[src/rtl/uart_pkg.sv]
// Shared types and constants for the memory-mapped UART responder.
//   tx_state_t / rx_state_t : transmitter and receiver FSM encodings
//   UART_*                  : register selectors (bus address bits [3:2])
//   STAT_*                  : bit positions inside the STATUS register
//   half_bit_reload()       : counter reload that lands a sample mid-bit
package uart_pkg;

    typedef enum logic [1:0] {
        TX_IDLE  = 2'd0,
        TX_START = 2'd1,
        TX_DATA  = 2'd2,
        TX_STOP  = 2'd3
    } tx_state_t;

    typedef enum logic [1:0] {
        RX_IDLE  = 2'd0,
        RX_START = 2'd1,
        RX_DATA  = 2'd2,
        RX_STOP  = 2'd3
    } rx_state_t;

    localparam logic [1:0] UART_TXDATA = 2'd0;
    localparam logic [1:0] UART_STATUS = 2'd1;
    localparam logic [1:0] UART_RXDATA = 2'd2;
    localparam logic [1:0] UART_DIV    = 2'd3;

    localparam int STAT_TX_BUSY      = 0;
    localparam int STAT_RX_VALID     = 1;
    localparam int STAT_RX_OVERRUN   = 2;
    localparam int STAT_RX_FRAME_ERR = 3;

    // A down-counter loaded with this value reaches zero floor(div/2)
    // cycles later. The divisor is never below 4, so no underflow.
    function automatic logic [15:0] half_bit_reload(input logic [15:0] div);
        return (div >> 1) - 16'd1;
    endfunction

endpackage

[src/rtl/uart_rx_core.sv]
// 8N1 receiver: two-flop synchronizer, start/data/stop FSM, shift register.
//   clk, rst      : system clock, synchronous active-high reset
//   i_rx          : asynchronous serial input (idle high)
//   i_div         : clocks per bit, sampled at every counter reload
//   o_byte_done   : one-cycle pulse, o_byte holds a good byte
//   o_byte        : last assembled byte (stable until the next frame's data)
//   o_frame_err   : one-cycle pulse, stop bit was sampled low
module uart_rx_core
    import uart_pkg::*;
(
    input  logic        clk,
    input  logic        rst,
    input  logic        i_rx,
    input  logic [15:0] i_div,
    output logic        o_byte_done,
    output logic [7:0]  o_byte,
    output logic        o_frame_err
);

    logic        r_sync_q1;
    logic        r_sync_q2;
    rx_state_t   r_state;
    rx_state_t   w_state_next;
    logic [15:0] r_cnt;
    logic [15:0] w_cnt_next;
    logic [2:0]  r_idx;
    logic [2:0]  w_idx_next;
    logic [7:0]  r_shift;
    logic [7:0]  w_shift_next;
    logic        r_stop_seen;
    logic        w_stop_seen_next;
    logic        r_byte_done;
    logic        w_byte_done_next;
    logic        r_frame_err;
    logic        w_frame_err_next;

    always_ff @(posedge clk) begin
        if (rst) begin
            r_sync_q1   <= 1'b1;
            r_sync_q2   <= 1'b1;
            r_state     <= RX_IDLE;
            r_cnt       <= 16'd0;
            r_idx       <= 3'd0;
            r_shift     <= 8'd0;
            r_stop_seen <= 1'b0;
            r_byte_done <= 1'b0;
            r_frame_err <= 1'b0;
        end else begin
            r_sync_q1   <= i_rx;
            r_sync_q2   <= r_sync_q1;
            r_state     <= w_state_next;
            r_cnt       <= w_cnt_next;
            r_idx       <= w_idx_next;
            r_shift     <= w_shift_next;
            r_stop_seen <= w_stop_seen_next;
            r_byte_done <= w_byte_done_next;
            r_frame_err <= w_frame_err_next;
        end
    end

    always_comb begin
        w_state_next     = r_state;
        w_cnt_next       = r_cnt;
        w_idx_next       = r_idx;
        w_shift_next     = r_shift;
        w_stop_seen_next = r_stop_seen;
        w_byte_done_next = 1'b0;
        w_frame_err_next = 1'b0;
        case (r_state)
            RX_IDLE: begin
                if (!r_sync_q2) begin
                    w_state_next = RX_START;
                    w_cnt_next   = half_bit_reload(i_div);
                end
            end
            RX_START: begin
                if (r_cnt == 16'd0) begin
                    // Line back high at mid start bit: treat as a glitch.
                    if (r_sync_q2) begin
                        w_state_next = RX_IDLE;
                    end else begin
                        w_state_next = RX_DATA;
                        w_cnt_next   = i_div - 16'd1;
                        w_idx_next   = 3'd0;
                    end
                end else begin
                    w_cnt_next = r_cnt - 16'd1;
                end
            end
            RX_DATA: begin
                if (r_cnt == 16'd0) begin
                    // LSB arrives first, so shift in from the top.
                    w_shift_next = {r_sync_q2, r_shift[7:1]};
                    w_cnt_next   = i_div - 16'd1;
                    if (r_idx == 3'd7) begin
                        w_state_next     = RX_STOP;
                        w_stop_seen_next = 1'b0;
                    end else begin
                        w_idx_next = r_idx + 3'd1;
                    end
                end else begin
                    w_cnt_next = r_cnt - 16'd1;
                end
            end
            RX_STOP: begin
                if (r_cnt == 16'd0) begin
                    if (!r_stop_seen) begin
                        // Mid stop bit: judge the frame, then sit out the
                        // remaining half bit so a low stop cannot retrigger.
                        w_stop_seen_next = 1'b1;
                        w_cnt_next       = half_bit_reload(i_div);
                        if (r_sync_q2) begin
                            w_byte_done_next = 1'b1;
                        end else begin
                            w_frame_err_next = 1'b1;
                        end
                    end else begin
                        w_state_next = RX_IDLE;
                    end
                end else begin
                    w_cnt_next = r_cnt - 16'd1;
                end
            end
            default: begin
                w_state_next = RX_IDLE;
            end
        endcase
    end

    assign o_byte_done = r_byte_done;
    assign o_byte      = r_shift;
    assign o_frame_err = r_frame_err;

endmodule

[src/rtl/uart_mm_responder.sv]
// Memory-mapped 8N1 UART responder on the core's data-memory bus.
//   clk, rst     : system clock, synchronous active-high reset
//   cs, re, we   : window select from the map controller, read/write strobes
//   A[3:2]       : register select (TXDATA, STATUS, RXDATA, DIV); A[1:0] unused
//   WD / RD      : write data / combinational read data (bits [15:0] used)
//   uart_rx      : asynchronous serial input
//   uart_tx      : serial output, idle high
// Reads are combinational; read side effects (flag clears) happen at the
// clock edge that ends the access, so a read always sees pre-edge values.
module uart_mm_responder
    import uart_pkg::*;
#(
    parameter int          DATA_WIDTH   = 32,
    parameter logic [15:0] CLKS_PER_BIT = 16'd434,
    parameter logic [15:0] MIN_DIV      = 16'd4
) (
    input  logic                  clk,
    input  logic                  rst,
    input  logic                  cs,
    input  logic                  re,
    input  logic                  we,
    input  logic [3:0]            A,
    input  logic [DATA_WIDTH-1:0] WD,
    output logic [DATA_WIDTH-1:0] RD,
    input  logic                  uart_rx,
    output logic                  uart_tx
);

    logic [1:0]  w_reg;
    logic        w_sel_rd;
    logic        w_sel_wr;
    logic        w_tx_write;
    logic        w_div_write;
    logic        w_status_read;
    logic        w_rxdata_read;
    logic        w_tx_busy;
    logic        w_unused;

    logic [15:0] r_div;
    logic        r_rx_valid;
    logic        r_rx_overrun;
    logic        r_rx_frame_err;
    logic [7:0]  r_rx_data;

    logic        w_rx_byte_done;
    logic [7:0]  w_rx_byte;
    logic        w_rx_frame_err;

    tx_state_t   r_tx_state;
    tx_state_t   w_tx_state_next;
    logic [15:0] r_tx_cnt;
    logic [15:0] w_tx_cnt_next;
    logic [2:0]  r_tx_idx;
    logic [2:0]  w_tx_idx_next;
    logic [7:0]  r_tx_shift;
    logic [7:0]  w_tx_shift_next;
    logic        r_tx_line;
    logic        w_tx_line_next;

    assign w_unused = ^{WD[DATA_WIDTH-1:16], A[1:0]};

    assign w_reg         = A[3:2];
    assign w_sel_rd      = cs && re;
    assign w_sel_wr      = cs && we;
    assign w_tx_busy     = (r_tx_state != TX_IDLE);
    assign w_tx_write    = w_sel_wr && (w_reg == UART_TXDATA) && !w_tx_busy;
    assign w_div_write   = w_sel_wr && (w_reg == UART_DIV);
    assign w_status_read = w_sel_rd && (w_reg == UART_STATUS);
    assign w_rxdata_read = w_sel_rd && (w_reg == UART_RXDATA);

    uart_rx_core u_rx (
        .clk         (clk),
        .rst         (rst),
        .i_rx        (uart_rx),
        .i_div       (r_div),
        .o_byte_done (w_rx_byte_done),
        .o_byte      (w_rx_byte),
        .o_frame_err (w_rx_frame_err)
    );

    // Register file and receive flags. Setting events win over read clears
    // so a completion landing on a read edge is never lost.
    always_ff @(posedge clk) begin
        if (rst) begin
            r_div          <= CLKS_PER_BIT;
            r_rx_valid     <= 1'b0;
            r_rx_overrun   <= 1'b0;
            r_rx_frame_err <= 1'b0;
            r_rx_data      <= 8'd0;
        end else begin
            if (w_div_write) begin
                r_div <= (WD[15:0] < MIN_DIV) ? MIN_DIV : WD[15:0];
            end
            if (w_rx_byte_done) begin
                r_rx_data  <= w_rx_byte;
                r_rx_valid <= 1'b1;
            end else if (w_rxdata_read) begin
                r_rx_valid <= 1'b0;
            end
            if (w_rx_byte_done && r_rx_valid && !w_rxdata_read) begin
                r_rx_overrun <= 1'b1;
            end else if (w_status_read) begin
                r_rx_overrun <= 1'b0;
            end
            if (w_rx_frame_err) begin
                r_rx_frame_err <= 1'b1;
            end else if (w_status_read) begin
                r_rx_frame_err <= 1'b0;
            end
        end
    end

    // Transmitter state register. The line is registered from the next
    // state so it changes cleanly on the same edge as the FSM.
    always_ff @(posedge clk) begin
        if (rst) begin
            r_tx_state <= TX_IDLE;
            r_tx_cnt   <= 16'd0;
            r_tx_idx   <= 3'd0;
            r_tx_shift <= 8'd0;
            r_tx_line  <= 1'b1;
        end else begin
            r_tx_state <= w_tx_state_next;
            r_tx_cnt   <= w_tx_cnt_next;
            r_tx_idx   <= w_tx_idx_next;
            r_tx_shift <= w_tx_shift_next;
            r_tx_line  <= w_tx_line_next;
        end
    end

    always_comb begin
        w_tx_state_next = r_tx_state;
        w_tx_cnt_next   = r_tx_cnt;
        w_tx_idx_next   = r_tx_idx;
        w_tx_shift_next = r_tx_shift;
        w_tx_line_next  = 1'b1;
        case (r_tx_state)
            TX_IDLE: begin
                if (w_tx_write) begin
                    w_tx_state_next = TX_START;
                    w_tx_cnt_next   = r_div - 16'd1;
                    w_tx_shift_next = WD[7:0];
                end
            end
            TX_START: begin
                if (r_tx_cnt == 16'd0) begin
                    w_tx_state_next = TX_DATA;
                    w_tx_cnt_next   = r_div - 16'd1;
                    w_tx_idx_next   = 3'd0;
                end else begin
                    w_tx_cnt_next = r_tx_cnt - 16'd1;
                end
            end
            TX_DATA: begin
                if (r_tx_cnt == 16'd0) begin
                    w_tx_cnt_next = r_div - 16'd1;
                    if (r_tx_idx == 3'd7) begin
                        w_tx_state_next = TX_STOP;
                    end else begin
                        w_tx_idx_next = r_tx_idx + 3'd1;
                    end
                end else begin
                    w_tx_cnt_next = r_tx_cnt - 16'd1;
                end
            end
            TX_STOP: begin
                if (r_tx_cnt == 16'd0) begin
                    w_tx_state_next = TX_IDLE;
                end else begin
                    w_tx_cnt_next = r_tx_cnt - 16'd1;
                end
            end
            default: begin
                w_tx_state_next = TX_IDLE;
            end
        endcase
        case (w_tx_state_next)
            TX_START: w_tx_line_next = 1'b0;
            TX_DATA:  w_tx_line_next = w_tx_shift_next[w_tx_idx_next];
            default:  w_tx_line_next = 1'b1;
        endcase
    end

    assign uart_tx = r_tx_line;

    always_comb begin
        RD = '0;
        if (w_sel_rd) begin
            case (w_reg)
                UART_STATUS: begin
                    RD[STAT_TX_BUSY]      = w_tx_busy;
                    RD[STAT_RX_VALID]     = r_rx_valid;
                    RD[STAT_RX_OVERRUN]   = r_rx_overrun;
                    RD[STAT_RX_FRAME_ERR] = r_rx_frame_err;
                end
                UART_RXDATA: RD[7:0]  = r_rx_data;
                UART_DIV:    RD[15:0] = r_div;
                default:     RD       = '0;
            endcase
        end
    end

endmodule

[config.mk]
export PLATFORM = sky130hd
export DESIGN_NAME = uart_mm_responder
export DESIGN_NICKNAME = d
export VERILOG_FILES = /design/src/rtl/uart_pkg.sv /design/src/rtl/uart_rx_core.sv /design/src/rtl/uart_mm_responder.sv
export SDC_FILE = /design/constraint.sdc
export NUM_CORES = 1
export LEC_CHECK = 0
export CORE_MARGIN = 10
export CORE_UTILIZATION = 30
export CTS_BUF_LIST = sky130_fd_sc_hd__clkbuf_16
export DETAILED_ROUTE_END_ITERATION = 12
export PLACE_DENSITY = 0.5
export REMOVE_ABC_BUFFERS = 1
export SYNTH_ARGS = -nofsm -noshare
export SYNTH_HDL_FRONTEND = slang
export SYNTH_SLANG_ARGS = --single-unit
[constraint.sdc]
create_clock -name clk -period 3.4 [get_ports clk]
set_input_delay 0.68 -clock clk [delete_from_list [all_inputs] [get_ports clk]]
set_output_delay 0.68 -clock clk [all_outputs]
set_load 0.01 [all_outputs]
==> out/metrics.yaml <==
status: "complete, no violations"
worst_path_most_repeated_cell: "clkdlybuf4s50_1"
vias_per_cell: 5.163
syn_area_um2: 5752
cts_buffers: 9
initial_core_util_pct: 30.65
synth_edf_count: 0
drt_wl_total_mm: 16.32
cts_resized: 0
syn_area_per_cell_um2: 7.731
synth_top_area_share_pct: 31.67
rows: 50
synthFlopType: "dfxtp_1"
fin_tns_setup_ps: 0
htree_levels: 3
finalCritPeriodShare_pct: 91.88
hold_viol: 0
core_area_um2: 18770
grt_max_degree: 41
hp-class: "reg -> reg"
p_switching_mw: 1.535
hpwl_mm: 12.32
clock.fmax_mhz: 320.1
antenna_found_initial: 0
clkPwrFrac_pct: 24.9
dr.pass1.iters: 5
critPathMaxFanout: 7
post-route-min-period_ps: 3124
die_w_um: 158.5
critPathLaunch: "A[3]"
port_buffers: 40
critPathArrivalTime_ps: 2440
die-area_um2: 25110
clk_latency_ps: 350
vdd_ir_drop_max_v: 0.0002279
detail-route-antenna-nets: 0
cts_tree: "yes"
cp_slowest_cell: "clkdlybuf4s50_1"
first_iter_violations: 422
tightest_slew_ps: 851.1
yosys_warnings: 0
ios: 75
slew_viol_final: 0
grt_first_pass_wirelength_mm: 26.52
cellLeakagePower_nw: 2.332
rsz0062_at_grt: "no"
wire_per_inst_um: 16.36
crit_path_max_incr_delay_ps: 590
yosys.area.top_type: "dfxtp_1"
clockBufferDepth: 2
r2r_start: "r_tx_cnt[0]"
drc_errors: 0
post-route-util_pct: 34.90
grt_usage_pct: 13.18
ys_seq_area_share_pct: 31.67
reg2reg_slack_ps: 570
p_sw_share_pct: 40.27
syn_inst: 744
synth.distinct_cells: 70
crit_required_ps: 2720
grt_overflow: 0
timing.rr.end: "uart_tx"
ys_seq_elements: 91
internal_power_mw: 2.278
drv_cap: 0
cellPowerDensity_nw_per_um2: 582.2
ctsHoldBuffers: 0
synthTopCellsByArea: "dfxtp_1 (32%), nand2_1 (5.9%), nor2_1 (5.5%), a21oi_1 (4.5%), ha_1 (4.4%)"
grt_pass1_vias: 4882
maxSlewHeadroom_pct: 41.64
worstSetupPathType: "in -> out"
synth_common_cells: "dfxtp_1 (91), nand2_1 (91), nor2_1 (84)"
nNetsFinal: 820
drive_above_1_share_pct: 7.471
comb_power_share_pct: 40.7
power_frac_seq_pct: 34.4
crit_end: "RD[4]"
cts_root_buffer: "clkbuf_16"
setup_viol: 0
dieHeight_um: 158.5
cts_setup_buffers: 0
r2r_cells: 9
start_kind: "input port"
synthToLayoutAreaGrowth_pct: 13.88
diodes: 0
whs_ps: 410.6
crit_chain: "clkdlybuf4s50_1 -> buf_4 -> nand3_1 -> nor2_1 -> clkdlybuf4s50_1"
gp_congestion: 0.8444
via_count: 5148
async_reset_ff_share_pct: 0
clock-sinks: 91
clk_pin_slew_ps: 70
clock_skew_ps: 6.150
end_kind: "primary output"
==> metal layers <==
layer / track usage (%) / vias up / part of all wire [%]
met5: 0 / - / 0
met4: 3.352 / 0 / 1.4
met3: 2.617 / 11 / 4.2
met2: 21.46 / 90 / 46
met1: 17.41 / 2406 / 48
li1: - / 2641 / -
==> power groups by stage <==
stage | combinational [mW] | sequential, mW | clock [mW]
floorplan | 1.11 | 1.30 | 0
finish | 1.55 | 1.31 | 0.949
global route | 1.75 | 1.33 | 1.02
detailed placement | 1.53 | 1.33 | 0
global placement | 1.55 | 1.34 | 0
CTS | 1.55 | 1.31 | 0.983
==> logic make-up (layout without fill, tap and decap cells) <==
group | after synthesis | in the layout | synth area share, %
simple gates | 293 | 293 | 25.30
buf+inv | 93 | 97 | 7.636
compound gates | 187 | 187 | 21.34
mux | 17 | 17 | 3.241
flops | 91 | 91 | 31.67
other cells | 1 | 16 | 0.06520
fa+ha+maj | 20 | 20 | 4.351
xor+xnor | 42 | 42 | 6.395
==> critical path: cells and delay by family <==
kind | cells | cell delay [ps]
buffers and inverters | 3 | 1340
AND/OR/NAND/NOR | 2 | 420
==> worst min path at each step <==
stage | start | to | slack [ps] | depth (start not counted)
after floorplan | u_rx.r_sync_q1 | u_rx.r_sync_q2 | 390 | 1
after global placement | u_rx.r_sync_q1 | u_rx.r_sync_q2 | 390 | 1
after detailed placement | u_rx.r_sync_q1 | u_rx.r_sync_q2 | 400 | 1
after CTS | u_rx.r_sync_q1 | u_rx.r_sync_q2 | 420 | 1
after global routing | u_rx.r_sync_q1 | u_rx.r_sync_q2 | 420 | 1
final | u_rx.r_sync_q1 | u_rx.r_sync_q2 | 410 | 1
==> cells in the final DEF (no fill, tap or decap), drive strengths merged, types with 3 or more instances in the layout <==
master / n
a211oi: 5
a21boi: 5
a21oi: 52
a22oi: 20
a2bb2oi: 6
and2: 6
and3: 12
and4: 3
buf: 15
clkbuf: 9
clkdlybuf4s50: 39
clkinv: 3
clkinvlp: 3
conb: 16
dfxtp: 91
ha: 20
inv: 28
mux2: 3
mux2i: 13
nand2: 91
nand2b: 6
nand3: 16
nand3b: 5
nand4: 9
nor2: 84
nor3: 21
nor3b: 3
nor4: 17
o21ai: 46
o221ai: 14
o22ai: 9
o311a: 4
o32ai: 4
or2: 6
or3: 5
or4: 4
xnor2: 23
xor2: 19
==> area by class of cell <==
cell class              count  area, um2
fillers                  2000      12220
multi-input cells         575       3555
flip-flops and latches     91       1822
repair buffers             54      500.5
well taps                 234      292.8
clock buffers               9      225.2
inverters                  27      101.3
clock inverters             7      53.80
==> registers in the layout (all words and copies together), names as in the netlist, named ones only <==
name / flops
r_div: 16
r_rx_data: 8
r_rx_frame_err: 1
r_rx_overrun: 1
r_rx_valid: 1
r_tx_cnt: 16
r_tx_idx: 3
r_tx_shift: 8
r_tx_state: 2
u_rx.o_byte: 8
u_rx.o_byte_done: 1
u_rx.o_frame_err: 1
u_rx.r_cnt: 16
u_rx.r_idx: 3
u_rx.r_state: 1
u_rx.r_stop_seen: 1
u_rx.r_sync_q1: 1
u_rx.r_sync_q2: 1
uart_tx: 1
==> stage by stage <==
step | cell area (um2) | std cells | total power, mW | worst slack, ps
after floorplan | 5470 | 693 | 2.415 | 729.1
after global placement | 6271 | 981 | 2.884 | 258.5
after detailed placement | 6271 | 981 | 2.868 | 269.1
after CTS | 6550 | 997 | 3.840 | 265.0
after global routing | 6550 | 997 | 4.104 | 159.2
final | 6550 | 997 | 3.813 | 276.1
Power figures use the tool's default switching activity.
